## config.mk

```make
export PLATFORM = sky130hd
export DESIGN_NAME = axi4s_packet_fifo
export DESIGN_NICKNAME = d
export VERILOG_FILES = /design/src/rtl/axi4s_packet_fifo_pkg.sv /design/src/rtl/axi4s_packet_fifo_ram.sv /design/src/rtl/axi4s_packet_fifo.sv
export SDC_FILE = /design/constraint.sdc
export NUM_CORES = 1
export LEC_CHECK = 0
export CELL_PAD_IN_SITES_DETAIL_PLACEMENT = 0
export CELL_PAD_IN_SITES_GLOBAL_PLACEMENT = 1
export CORE_MARGIN = 3
export CORE_UTILIZATION = 51
export DETAILED_ROUTE_END_ITERATION = 6
export GPL_TIMING_DRIVEN = 1
export PLACE_DENSITY_LB_ADDON = 0.12
export SLEW_MARGIN = 0
export SYNTH_ARGS = -nofsm -noshare
export SYNTH_HDL_FRONTEND = slang
export SYNTH_HIERARCHICAL = 1
export SYNTH_SLANG_ARGS = --single-unit
```

## constraint.sdc

```tcl
create_clock -name clk -period 12.9 [get_ports clk]
set_input_delay 1.935 -clock clk [delete_from_list [all_inputs] [get_ports clk]]
set_output_delay 1.935 -clock clk [all_outputs]
set_load 0.01 [all_outputs]
```

## src/rtl/axi4s_packet_fifo_pkg.sv

```systemverilog
// rtl/axi4s_packet_fifo_pkg.sv - ingress state type and stored-word width helper for the AXI4-S packet FIFO
package axi4s_packet_fifo_pkg;

  typedef enum logic [0:0] {
    WRITE_E   = 1'b0,
    DISCARD_E = 1'b1
  } ingress_state_e;

  // Width of one stored beat, packed as {data, strb, keep, last, id, dest, user}.
  function automatic int word_width(
    input int data_w,
    input int strb_w,
    input int keep_w,
    input int id_w,
    input int dest_w,
    input int user_w
  );
    return data_w + strb_w + keep_w + 1 + id_w + dest_w + user_w;
  endfunction

endpackage

```

## src/rtl/axi4s_packet_fifo_ram.sv

```systemverilog
// rtl/axi4s_packet_fifo_ram.sv - simple dual-port beat storage, synchronous write, asynchronous read
module axi4s_packet_fifo_ram #(
  parameter int ADDR_WIDTH_P = 4,
  parameter int WORD_WIDTH_P = 8
) (
  input  logic                    clk,
  input  logic                    wr_en,
  input  logic [ADDR_WIDTH_P-1:0] wr_addr,
  input  logic [WORD_WIDTH_P-1:0] wr_data,
  input  logic [ADDR_WIDTH_P-1:0] rd_addr,
  output logic [WORD_WIDTH_P-1:0] rd_data
);

  logic [WORD_WIDTH_P-1:0] mem_q [2**ADDR_WIDTH_P];

  always_ff @(posedge clk) begin
    if (wr_en) begin
      mem_q[wr_addr] <= wr_data;
    end
  end

  assign rd_data = mem_q[rd_addr];

endmodule

```

## src/rtl/axi4s_packet_fifo.sv

```systemverilog
// rtl/axi4s_packet_fifo.sv - store-and-forward AXI4-S packet FIFO; packets are visible only once committed.
// AXI4S_PACKET_FIFO_DROP_EN: always ready, packets overflowing a full FIFO are dropped instead of backpressured.
module axi4s_packet_fifo
  import axi4s_packet_fifo_pkg::*;
#(
  parameter int AXI_DATA_WIDTH_P  = 32,
  parameter int AXI_STRB_WIDTH_P  = 4,
  parameter int AXI_KEEP_WIDTH_P  = 4,
  parameter int AXI_ID_WIDTH_P    = 4,
  parameter int AXI_DEST_WIDTH_P  = 4,
  parameter int AXI_USER_WIDTH_P  = 4,
  parameter int FIFO_ADDR_WIDTH_P = 4
) (
  input  logic                           clk,
  input  logic                           rst,
  input  logic                           mst_tvalid,
  output logic                           mst_tready,
  input  logic [AXI_DATA_WIDTH_P-1:0]    mst_tdata,
  input  logic [AXI_STRB_WIDTH_P-1:0]    mst_tstrb,
  input  logic [AXI_KEEP_WIDTH_P-1:0]    mst_tkeep,
  input  logic                           mst_tlast,
  input  logic [AXI_ID_WIDTH_P-1:0]      mst_tid,
  input  logic [AXI_DEST_WIDTH_P-1:0]    mst_tdest,
  input  logic [AXI_USER_WIDTH_P-1:0]    mst_tuser,
  output logic                           slv_tvalid,
  input  logic                           slv_tready,
  output logic [AXI_DATA_WIDTH_P-1:0]    slv_tdata,
  output logic [AXI_STRB_WIDTH_P-1:0]    slv_tstrb,
  output logic [AXI_KEEP_WIDTH_P-1:0]    slv_tkeep,
  output logic                           slv_tlast,
  output logic [AXI_ID_WIDTH_P-1:0]      slv_tid,
  output logic [AXI_DEST_WIDTH_P-1:0]    slv_tdest,
  output logic [AXI_USER_WIDTH_P-1:0]    slv_tuser,
  output logic [FIFO_ADDR_WIDTH_P:0]     fifo_fill,
  output logic [FIFO_ADDR_WIDTH_P:0]     nr_of_packets,
  output logic                           pkt_dropped
);

  localparam int DEPTH  = 2**FIFO_ADDR_WIDTH_P;
  localparam int PTR_W  = FIFO_ADDR_WIDTH_P + 1;
  localparam int WORD_W = word_width(AXI_DATA_WIDTH_P, AXI_STRB_WIDTH_P, AXI_KEEP_WIDTH_P,
                                     AXI_ID_WIDTH_P, AXI_DEST_WIDTH_P, AXI_USER_WIDTH_P);

  ingress_state_e   state_q, state_d;
  logic [PTR_W-1:0] wr_ptr_q, wr_ptr_d;
  logic [PTR_W-1:0] cmt_ptr_q, cmt_ptr_d;
  logic [PTR_W-1:0] rd_ptr_q, rd_ptr_d;
  logic [PTR_W-1:0] pkt_cnt_q, pkt_cnt_d;
  logic             pkt_dropped_q, pkt_dropped_d;

  logic [PTR_W-1:0]  fill;
  logic              full;
  logic              drop_beat;
  logic              wr_fire;
  logic              rd_fire;
  logic              mem_we;
  logic              commit;
  logic [WORD_W-1:0] wr_word;
  logic [WORD_W-1:0] rd_word;

  logic [AXI_DATA_WIDTH_P-1:0] rd_tdata;
  logic [AXI_STRB_WIDTH_P-1:0] rd_tstrb;
  logic [AXI_KEEP_WIDTH_P-1:0] rd_tkeep;
  logic                        rd_tlast;
  logic [AXI_ID_WIDTH_P-1:0]   rd_tid;
  logic [AXI_DEST_WIDTH_P-1:0] rd_tdest;
  logic [AXI_USER_WIDTH_P-1:0] rd_tuser;

  assign fill = wr_ptr_q - rd_ptr_q;
  assign full = (fill == PTR_W'(DEPTH));

`ifdef AXI4S_PACKET_FIFO_DROP_EN
  assign mst_tready = !rst;
  assign drop_beat  = full;
`else
  assign mst_tready = !rst && !full;
  assign drop_beat  = 1'b0;
`endif

  assign wr_fire    = mst_tvalid && mst_tready;
  assign slv_tvalid = (pkt_cnt_q != '0);
  assign rd_fire    = slv_tvalid && slv_tready;

  assign wr_word = {mst_tdata, mst_tstrb, mst_tkeep, mst_tlast, mst_tid, mst_tdest, mst_tuser};
  assign {rd_tdata, rd_tstrb, rd_tkeep, rd_tlast, rd_tid, rd_tdest, rd_tuser} = rd_word;

  axi4s_packet_fifo_ram #(
    .ADDR_WIDTH_P (FIFO_ADDR_WIDTH_P),
    .WORD_WIDTH_P (WORD_W)
  ) u_ram (
    .clk     (clk),
    .wr_en   (mem_we),
    .wr_addr (wr_ptr_q[FIFO_ADDR_WIDTH_P-1:0]),
    .wr_data (wr_word),
    .rd_addr (rd_ptr_q[FIFO_ADDR_WIDTH_P-1:0]),
    .rd_data (rd_word)
  );

  always_comb begin
    state_d       = state_q;
    wr_ptr_d      = wr_ptr_q;
    cmt_ptr_d     = cmt_ptr_q;
    rd_ptr_d      = rd_ptr_q;
    pkt_cnt_d     = pkt_cnt_q;
    pkt_dropped_d = 1'b0;
    mem_we        = 1'b0;
    commit        = 1'b0;

    case (state_q)
      WRITE_E: begin
        if (wr_fire) begin
          if (drop_beat) begin
            // Rewind to the last committed packet; earlier packets stay intact.
            wr_ptr_d      = cmt_ptr_q;
            pkt_dropped_d = 1'b1;
            if (!mst_tlast) begin
              state_d = DISCARD_E;
            end
          end else begin
            mem_we   = 1'b1;
            wr_ptr_d = wr_ptr_q + PTR_W'(1);
            if (mst_tlast) begin
              cmt_ptr_d = wr_ptr_q + PTR_W'(1);
              commit    = 1'b1;
            end
          end
        end
      end
      DISCARD_E: begin
        if (wr_fire && mst_tlast) begin
          state_d = WRITE_E;
        end
      end
      default: state_d = WRITE_E;
    endcase

    if (rd_fire) begin
      rd_ptr_d = rd_ptr_q + PTR_W'(1);
    end

    if (commit && !(rd_fire && rd_tlast)) begin
      pkt_cnt_d = pkt_cnt_q + PTR_W'(1);
    end else if (!commit && rd_fire && rd_tlast) begin
      pkt_cnt_d = pkt_cnt_q - PTR_W'(1);
    end
  end

  always_ff @(posedge clk) begin
    if (rst) begin
      state_q       <= WRITE_E;
      wr_ptr_q      <= '0;
      cmt_ptr_q     <= '0;
      rd_ptr_q      <= '0;
      pkt_cnt_q     <= '0;
      pkt_dropped_q <= 1'b0;
    end else begin
      state_q       <= state_d;
      wr_ptr_q      <= wr_ptr_d;
      cmt_ptr_q     <= cmt_ptr_d;
      rd_ptr_q      <= rd_ptr_d;
      pkt_cnt_q     <= pkt_cnt_d;
      pkt_dropped_q <= pkt_dropped_d;
    end
  end

  assign slv_tdata     = slv_tvalid ? rd_tdata : '0;
  assign slv_tstrb     = slv_tvalid ? rd_tstrb : '0;
  assign slv_tkeep     = slv_tvalid ? rd_tkeep : '0;
  assign slv_tlast     = slv_tvalid ? rd_tlast : 1'b0;
  assign slv_tid       = slv_tvalid ? rd_tid   : '0;
  assign slv_tdest     = slv_tvalid ? rd_tdest : '0;
  assign slv_tuser     = slv_tvalid ? rd_tuser : '0;
  assign fifo_fill     = fill;
  assign nr_of_packets = pkt_cnt_q;
  assign pkt_dropped   = pkt_dropped_q;

endmodule
```

Word-level counts from Yosys, hierarchy flattened
Memory sizes are Yosys's and may differ from the RTL's. A register that Yosys moved wholly into a read port is not among the register bits.
Index checks and enable logic that the tools add are counted.
Widths: inputs -> output; s select.
{"block": "word_totals", "ff_bits": 16, "mem_bits_rw": 848, "in_bits": 57, "out_inout_bits": 66, "memories": 1}
{"memory": "u_ram.mem_q", "depth": 16, "word_bits": 53, "rd": 1, "rd_ports_with_merged_regs": 1, "write_ports": 1, "line": "axi4s_packet_fifo_ram.sv:14", "rtl": "logic [WORD_WIDTH_P-1:0] mem_q [2**ADDR_WIDTH_P];"}
{"block": "op_classes", "add_sub_neg": 5, "eq_ne": 1, "muxes": 20, "bitwise_logic": 1, "reduce_logical": 15}
{"op": "$mux 32", "count": 1}
{"op": "$mux 4", "count": 7}
{"op": "$add 5x1->5 const B", "count": 3}
{"op": "$mux 5", "count": 2}
{"op": "$mux 1", "count": 9}
{"op": "$logic_and 1x1->1", "count": 8}
{"op": "$eq 5x5->1 const B", "count": 1}
{"op": "$reduce_bool 5->1", "count": 1}
{"op": "$sub 5x1->5 const B", "count": 1}
{"op": "$sub 5x5->5", "count": 1}
{"op": "$logic_not 1->1", "count": 4}
{"op": "$pmux 1 s2", "count": 1}
{"op": "$reduce_and 2->1", "count": 1}
{"op": "$reduce_bool 2->1", "count": 1}
{"op": "$not 1->1", "count": 1}

Logic depth before layout (Yosys ltp)
{"block": "depth", "depth_word": 12, "mapped_depth": 15}

By module
Netlist, hierarchy kept.
{"mod": "axi4s_packet_fifo_ram", "n_inst": 1, "cells_per_inst": 1317, "area_per_inst_um2": 31750.5}
{"mod": "axi4s_packet_fifo", "n_inst": 1, "cells_per_inst": 184, "area_per_inst_um2": 1485.2}

Worst setup path before layout
No wires, ideal clock.
{"block": "synth_timing", "kind": "input port to flip-flop", "startpoint": "input port rst", "endpoint": "memory u_ram/mem_q[0][0] in the netlist's numbering (enable)", "setup_ns": 0.529, "arrival_ns": 6.633, "setup_slack_ns": 5.738, "cell_stages": 6, "path_buffers": 1, "cell_sequence": "buf_6 -> inv_1 -> o2111ai_4 -> inv_1 -> or3b_2 -> nor3_1"}
{"block": "synth_via", "elab_chain_len": 7}
{"element": "start: declaration", "line": "axi4s_packet_fifo.sv:15", "rtl": "input logic rst,"}
{"element": "$logic_not 1->1", "line": "axi4s_packet_fifo.sv:76", "rtl": "assign mst_tready = !rst && !full;"}
{"element": "$logic_and 1x1->1", "line": "axi4s_packet_fifo.sv:76"}
{"element": "$logic_and 1x1->1", "line": "axi4s_packet_fifo.sv:80", "rtl": "assign wr_fire = mst_tvalid && mst_tready;"}
{"element": "$mux 1", "line": "axi4s_packet_fifo.sv:111", "rtl": "if (wr_fire) begin"}
{"element": "$mux 1", "line": "axi4s_packet_fifo.sv:109", "rtl": "case (state_q)"}
{"element": "via mem_we", "line": "axi4s_packet_fifo.sv:56", "rtl": "logic mem_we;"}
{"element": "$mux 1", "line": "axi4s_packet_fifo_ram.sv:17", "rtl": "if (wr_en) begin"}
{"element": "$mux 1 (not written as such)", "line": "axi4s_packet_fifo_ram.sv:18", "rtl": "mem_q[wr_addr] <= wr_data;"}
{"element": "end: declaration", "line": "axi4s_packet_fifo_ram.sv:14"}
The timed path passes the listed nets, and every way through them passes these cells.

==> metrics.md <==
| Metric | Value |
|---|---|
| Worst Setup SP | rd_ptr_q[0] |
| Flop2flop setup slack | 7.75 ns |
| DR pass1 iterations | 5 |
| DRC | 0 |
| Vias | 15.57k |
| Max Clock Freq | 156.7 MHz |
| Hold Path Depth | 2 |
| CP Capture Point | slv_tdest[3] |
| Internal | roughly 5.3 mW |
| Detailed Route Iter0 Violations | 1481 |
| Final min period | roughly 6.4 ns |
| Clk_skew | roughly 0.024 ns |
| Fin Setup TNS | 0 ns |
| Initial antenna violation count | 5 |
| DPL Wire Length | 34.73 mm |
| Initial Util | roughly 52% |
| Overflow after GRT | 0 |
| Mapped cell area | between 0.03 and 0.04 mm² |
| Sw frac | 23.82% |
| Tightest Pin Transition | 1.094 ns |
| Cells after synthesis | ~1.5k |
| Hold WC Path Type | reg2reg |
| Layout Nets | 1733 |
| Peak supply drop | 141.1 µV |
| Critical path class | reg2out |
| Total number of yosys warnings | 6 |
| Met2 usage | 37.01% |
| Yosys top cell by area | edfxtp_1 |
| Worst rel slew slack | 27.05% |
| Clock tree buffer depth | 3 |
| Asr flop ratio synth | 0% |
| Die Width | 261.3 µm |
| Ratio of cells with drive above 1 in the final layout | 23.63% |
| Met3 global-route usage | 3.588% |
| Tcrit/Tclk final | 49.47% |
| Root buffer cell | clkbuf_16 |
| GRT busiest layer | met2 |
| Wire per inst | 28.42 µm |
| Run status | finished clean |
| Die Ht | roughly 260 µm |
| Seq/Total Area, Yosys | 77.58% |
| Final setup violation count | 0 |
| Via density | 6.034 |
| Sequential power share | between 40% and 50% |
| Yosys cell types | 45 |
| Hold buffer count at CTS | 0 |
| Final hold vios | 0 |
| Synth top area cells | edfxtp_1, mux4_2, a22oi_1 |
| Final wirelength | 73.36 mm |
| Worst-path clk slew | 0.06 ns |
| Synth Flop Type | edfxtp_1 |
| Crit path largest cell delay | 0.78 ns |
| Crit path required time | 10.97 ns |
| Cells after DPL | approximately 2.4k |
| Max Cap Violations | 0 |
| FF-to-FF End | nr_of_packets[4] |
| Fin. max-slew vios | 0 |
| Worst-skew pair later-pin latency | 0.63 ns |
| Hold Slack | 0.5145 ns |
| Pwr dens | 182.8 mW/mm² |
| Final ANT Viol Nets | 0 |
| P_leak | 11.89 nW |
| Site Rows | 92 |
| Final Non-Filler Cells | 2581 |
| Area Overhead vs Synth | 15.57% |
| Syn nets | 1569 |
| Synthesized flop and latch total | 864 |
| Ant. Diodes | 0 |
| R2R depth | 13 |
| H-tree level count | 3 |
| Die area | 0.06827 mm² |
| Crit end category | output port |
| RePlAce Congestion | 0.6834 |
| Post-CTS Setup Bufs | 0 |
| Vias in the first global route | 16.34k |
| Crit start category | register |
| Clock net sink count | ~860 |
| # IOs | ~120 |
| Pre-CTS WS | 6.997 ns |
| Synth top cells by count | edfxtp_1, mux4_2, a22oi_1, nand2_1, and2_1 |
| Met1 Use GR | 32.05% |
| Port bufs | between 100 and 150 |
| Worst r2r src | rd_ptr_q[0] |
| Post-CTS Resized | 0 |
| Post-synth top area share | 76.62% |
| Critical path, cell by cell | buf_4, buf_12, mux4_2, a22oi_1, nand2_1, and2_1, clkdlybuf4s50_1 |
| CP arrival | ~4.5 ns |
| TritonCTS buffer count | slightly below 90 |
| Largest fanout on the critical path | ~120 |
| CTS tree | done |
| Most numerous cell in the Yosys netlist | edfxtp_1 |
| Comb power frac | 18.6% |
| First-pass GRT wire length | approximately 110 mm |
| Clock power share | 36.4% |
| Post-route setup slack | 6.519 ns |
| Pin count of the biggest net entering global routing | between 100 and 150 |
| Core area | 0.06377 mm² |
| GRT Util Overall | 22.35% |
| Crit-path slowest cell | buf_12 |
| Syn Area/Cell | 22.14 µm² |
| Net switching power figure | 1.672 mW |
| Post-synth EDFFs | about 850 |
| RSZ-0062 raised after global routing | false |
[per-layer routing]
metal / vias up / part of all wire, %
met5: - / 0.057
met4: 6 / 1.6
met3: 107 / 6.3
met2: 484 / 50
met1: 8368 / 42
li1: 6608 / -
[sequential cells by signal, indices dropped and copies added, names as in the netlist]
name and count:
state_q 1, wr_ptr_q 5, nr_of_packets 5, u_ram/mem_q 848, rd_ptr_q 5
[layout by cell type (no fill, tap or decap), types with 3 or more instances in the layout]
| master | n |
|---|---|
| nor3_2 | 5 |
| nor2_4 | 13 |
| bufinv_16 | 12 |
| dfxtp_1 | 14 |
| a21oi_1 | 7 |
| xnor2_1 | 6 |
| nand3_1 | 4 |
| ha_1 | 9 |
| clkdlybuf4s50_1 | 121 |
| a22oi_1 | 106 |
| nand3b_1 | 3 |
| clkinv_2 | 16 |
| nor2_1 | 15 |
| buf_4 | 33 |
| clkbuf_16 | 92 |
| clkbuf_1 | 17 |
| and2b_2 | 3 |
| mux2_1 | 3 |
| edfxtp_1 | 848 |
| nand2b_1 | 3 |
| clkinvlp_4 | 4 |
| mux2i_1 | 3 |
| and2_1 | 54 |
| nand2_1 | 61 |
| clkinv_1 | 17 |
| mux4_2 | 212 |
| inv_1 | 13 |
[final cells by class]
cell class | count | area (µm²)
timing repair buffer | 155 | 1479
clock inverter | 51 | 559.3
multi-input combinational | 543 | 7106
sequential | 864 | 25790
clock buffer | 109 | 2366
fill | 4552 | 25360
inverter | 13 | 48.80
tap | 846 | 1059
[power groups by stage]
stage | Clock, mW | Combinational, mW | Sequential [mW]
6_report | 2.55 | 1.30 | 3.16
5_1_grt | 2.72 | 1.42 | 3.17
4_1_cts | 2.61 | 1.34 | 3.16
3_5_place_dp | 0 | 1.33 | 3.22
3_3_place_gp | 0 | 1.33 | 3.22
2_1_floorplan | 0 | 0.841 | 3.21
[critical path: cells and delay by family, from the launching register on]
kind	cells	cell delay (ns)
AO/OA/AOI/OAI	1	0.20
flip-flops	1	0.58
buffers and inverters	3	1.98
AND/OR/NAND/NOR	2	0.36
multiplexers	1	0.60
[worst min path at each step]
| stage | startpoint | endpoint | slack, ns |
|---|---|---|---|
| 2_1_floorplan | state_q | state_q | 0.48 |
| 3_3_place_gp | state_q | state_q | 0.51 |
| 3_5_place_dp | state_q | state_q | 0.51 |
| 4_1_cts | state_q | state_q | 0.52 |
| 5_1_grt | state_q | state_q | 0.54 |
| 6_report | state_q | state_q | 0.51 |
[cells by family after synthesis]
kind of cell,count (synthesis),share of synthesized area (%)
mux,220,14.63
xor+xnor,12,0.4066
other cells,1,0.01128
fa+ha+maj,11,0.4593
simple gates,175,2.650
compound gates,124,2.808
buf+inv,94,1.449
flops,864,77.58
[metrics by stage]
stage / power, mW / cell area [µm²] / util [%]
after CTS: 7.119 / 38410 / 60.23
after global routing: 7.310 / 38410 / 60.23
final: 7.020 / 38410 / 60.23
after floorplan: 4.047 / 33240 / -
after detailed placement: 4.558 / 35480 / 55.64
after global placement: 4.553 / 35480 / 55.64
No activity file was read; power rests on OpenSTA's default activity.
==> variant, RTL diff (same settings) <==
Set the parameter `FIFO_ADDR_WIDTH_P` to 5 (it was 4).
--- a/src/rtl/axi4s_packet_fifo.sv
+++ b/src/rtl/axi4s_packet_fifo.sv
@@ -10,5 +10,5 @@
   parameter int AXI_DEST_WIDTH_P  = 4,
   parameter int AXI_USER_WIDTH_P  = 4,
-  parameter int FIFO_ADDR_WIDTH_P = 4
+  parameter int FIFO_ADDR_WIDTH_P = 5
 ) (
   input  logic                           clk,
Ports: changed (resized fifo_fill and nr_of_packets); port bits go from 123 to 125. The function was not compared with the original's and may differ.
==> variant against the original RTL <==
Largest cell class unchanged. Total power up 91%. Critical endpoint is now slv_tdata[26]. Sequential cell count increased by 851. Synthesized area increased by 100%. Via count rose by 130%. Cell area increased by 97%. Routed wire length is 130% higher. Largest power group unchanged. Setup slack worse by 1.3 ns. Highest routed layer unchanged. First-iteration DRC count up 110%. Combinational power grew 95%.
==> variant: results (changes against the original RTL) <==
[outcome]
run_status=completed  ; unchanged

[worst_setup_path]
r2r-end=u_ram/mem_q[14][50]$_DFFE_PP_  ; was nr_of_packets[4]$_SDFFE_PP0P_
cp.arrival_ns=5.75  ; was 4.45 ns
rrSetupSlack_ns=6.73  ; was 7.75 ns
crit_slowest_cell=buf_4  ; was buf_12
cpPeakStageDelay_ns=0.82  ; was 0.78 ns

[power_and_ir_drop]
p_leak_nw=23.71  ; was 11.89 nW
swShare_pct=25.72  ; was 23.82%
vdd_drop_max_mv=0.3682  ; was 0.1411 mV

[global_route]
antenna_found_initial=8  ; was 5
grt_use_total_pct=24.99  ; was 22.35%
grtUsageMet1_pct=35.72  ; was 32.05%
grt_util_met3_pct=3.910  ; was 3.588%
grt_start_max_net_pins=131  ; was 116
use_met2_pct=40.12  ; was 37.01%

[logic_synthesis]
synthXorXnorAreaFrac_pct=0.2283  ; was 0.4066%
synth_fa_ha_area_share_pct=0.2635  ; was 0.4593%
synth_mux_area_share_pct=12.63  ; was 14.63%
synthTopCellsByCount=1696 x edfxtp_1, 851 x mux2i_1, 179 x nand2_1, 170 x nand3_1, 168 x a21oi_1  ; was 848 x edfxtp_1, 212 x mux4_2, 106 x a22oi_1, 62 x nand2_1, 55 x and2_1
ys_types=47  ; was 45
synth_compound_area_share_pct=5.083  ; was 2.808%
synthTopCellsByArea=edfxtp_1 76%, mux2i_1 13%, a22oi_1 1.8%  ; was edfxtp_1 77%, mux4_2 14%, a22oi_1 2.4%
yosysSeqAreaShare_pct=76.10  ; was 77.58%

[timing]
worstMarginPinSlew_ns=1.236  ; was 1.094 ns

[placed_design]
dp_hpwl_mm=81.79  ; was 34.73 mm
io_buffers=123  ; was 121
finalWeightedCongestion=0.7411  ; was 0.6834

[clock_tree]
cts_max_level=4  ; was 3
cts_made_buffers=174  ; was 88

[route]
vias_per_cell=6.088  ; was 6.034

[final_layout]
instances_no_fill=5902  ; was 2581
fillCellCount=9806  ; was 4552
largest_register_ffs=1696  ; was 848

## variant: kinds of logic (layout without fill, tap and decap cells)
kind of cell    after synthesis  after routing
flops                      1715           1715
fa+ha+maj                    13             13
xor+xnor                     16             16
buf+inv                     240            508
mux                         851            851
compound gates              501            501
other cells                   1              3
simple gates                553            553
## variant: worst reg2reg max path, stage by stage (launching register included)
cell and delay, ns:
dfxtp_4 0.55, ha_1 0.34, fa_1 0.41, nand2b_1 0.16, a21oi_1 0.15, xor2_1 0.34
a2111oi_4 0.12, nor3_1 0.89, nand3b_1 0.89, nor2_4 1.15, buf_4 0.76
## variant: final cells by class
type                    count  area (um^2)  area share (%)
inverters                  14        52.55         0.06935
diodes                      2        5.005        0.006605
repair buffers            190         1809           2.388
flip-flops and latches   1715        51310           67.72
well taps                1742         2180           2.876
clock buffers             239         4725           6.235
multi-input cells        1935        15200           20.06
clock inverters            65        493.0          0.6506
## variant: layer usage
metal,up-vias,part of all wire [%]
met3,277,6.3
li1,15640,-
met4,4,2.6
met2,1262,48
met5,-,0.015
met1,18750,43
## variant: per-stage QoR
stage	hold WS (ns)	worst slack (ns)	utilization, %
after detailed placement	0.4666	6.002	54.14
after global placement	0.4676	6.027	54.14
after CTS	0.4748	5.179	58.15
after floorplan	0.4383	6.636	-
after global routing	0.4942	4.983	58.15
final	0.4719	5.212	58.15
## variant: power groups by stage
| stage | sequential, mW | combinational, mW | clock, mW |
|---|---|---|---|
| 2_1_floorplan | 6.32 | 1.73 | 0 |
| 3_3_place_gp | 6.35 | 2.54 | 0 |
| 3_5_place_dp | 6.35 | 2.55 | 0 |
| 4_1_cts | 6.23 | 2.55 | 4.76 |
| 5_1_grt | 6.23 | 2.71 | 5.00 |
| 6_report | 6.23 | 2.53 | 4.67 |
## variant: worst max path at each step
stage | startpoint | endpoint | slack [ns] | cells after the start
floorplan | rst | u_ram/mem_q[12][0]$_DFFE_PP_ | 6.64 | 7
global placement | rd_ptr_q[0]$_SDFFE_PP0P_ | slv_tdata[15] | 6.03 | 10
detailed placement | rd_ptr_q[0]$_SDFFE_PP0P_ | slv_tdata[15] | 6.00 | 10
CTS | rd_ptr_q[0]$_SDFFE_PP0P_ | slv_tdata[15] | 5.18 | 10
global route | rd_ptr_q[0]$_SDFFE_PP0P_ | slv_tdata[15] | 4.98 | 10
finish | rd_ptr_q[0]$_SDFFE_PP0P_ | slv_tdata[26] | 5.21 | 10
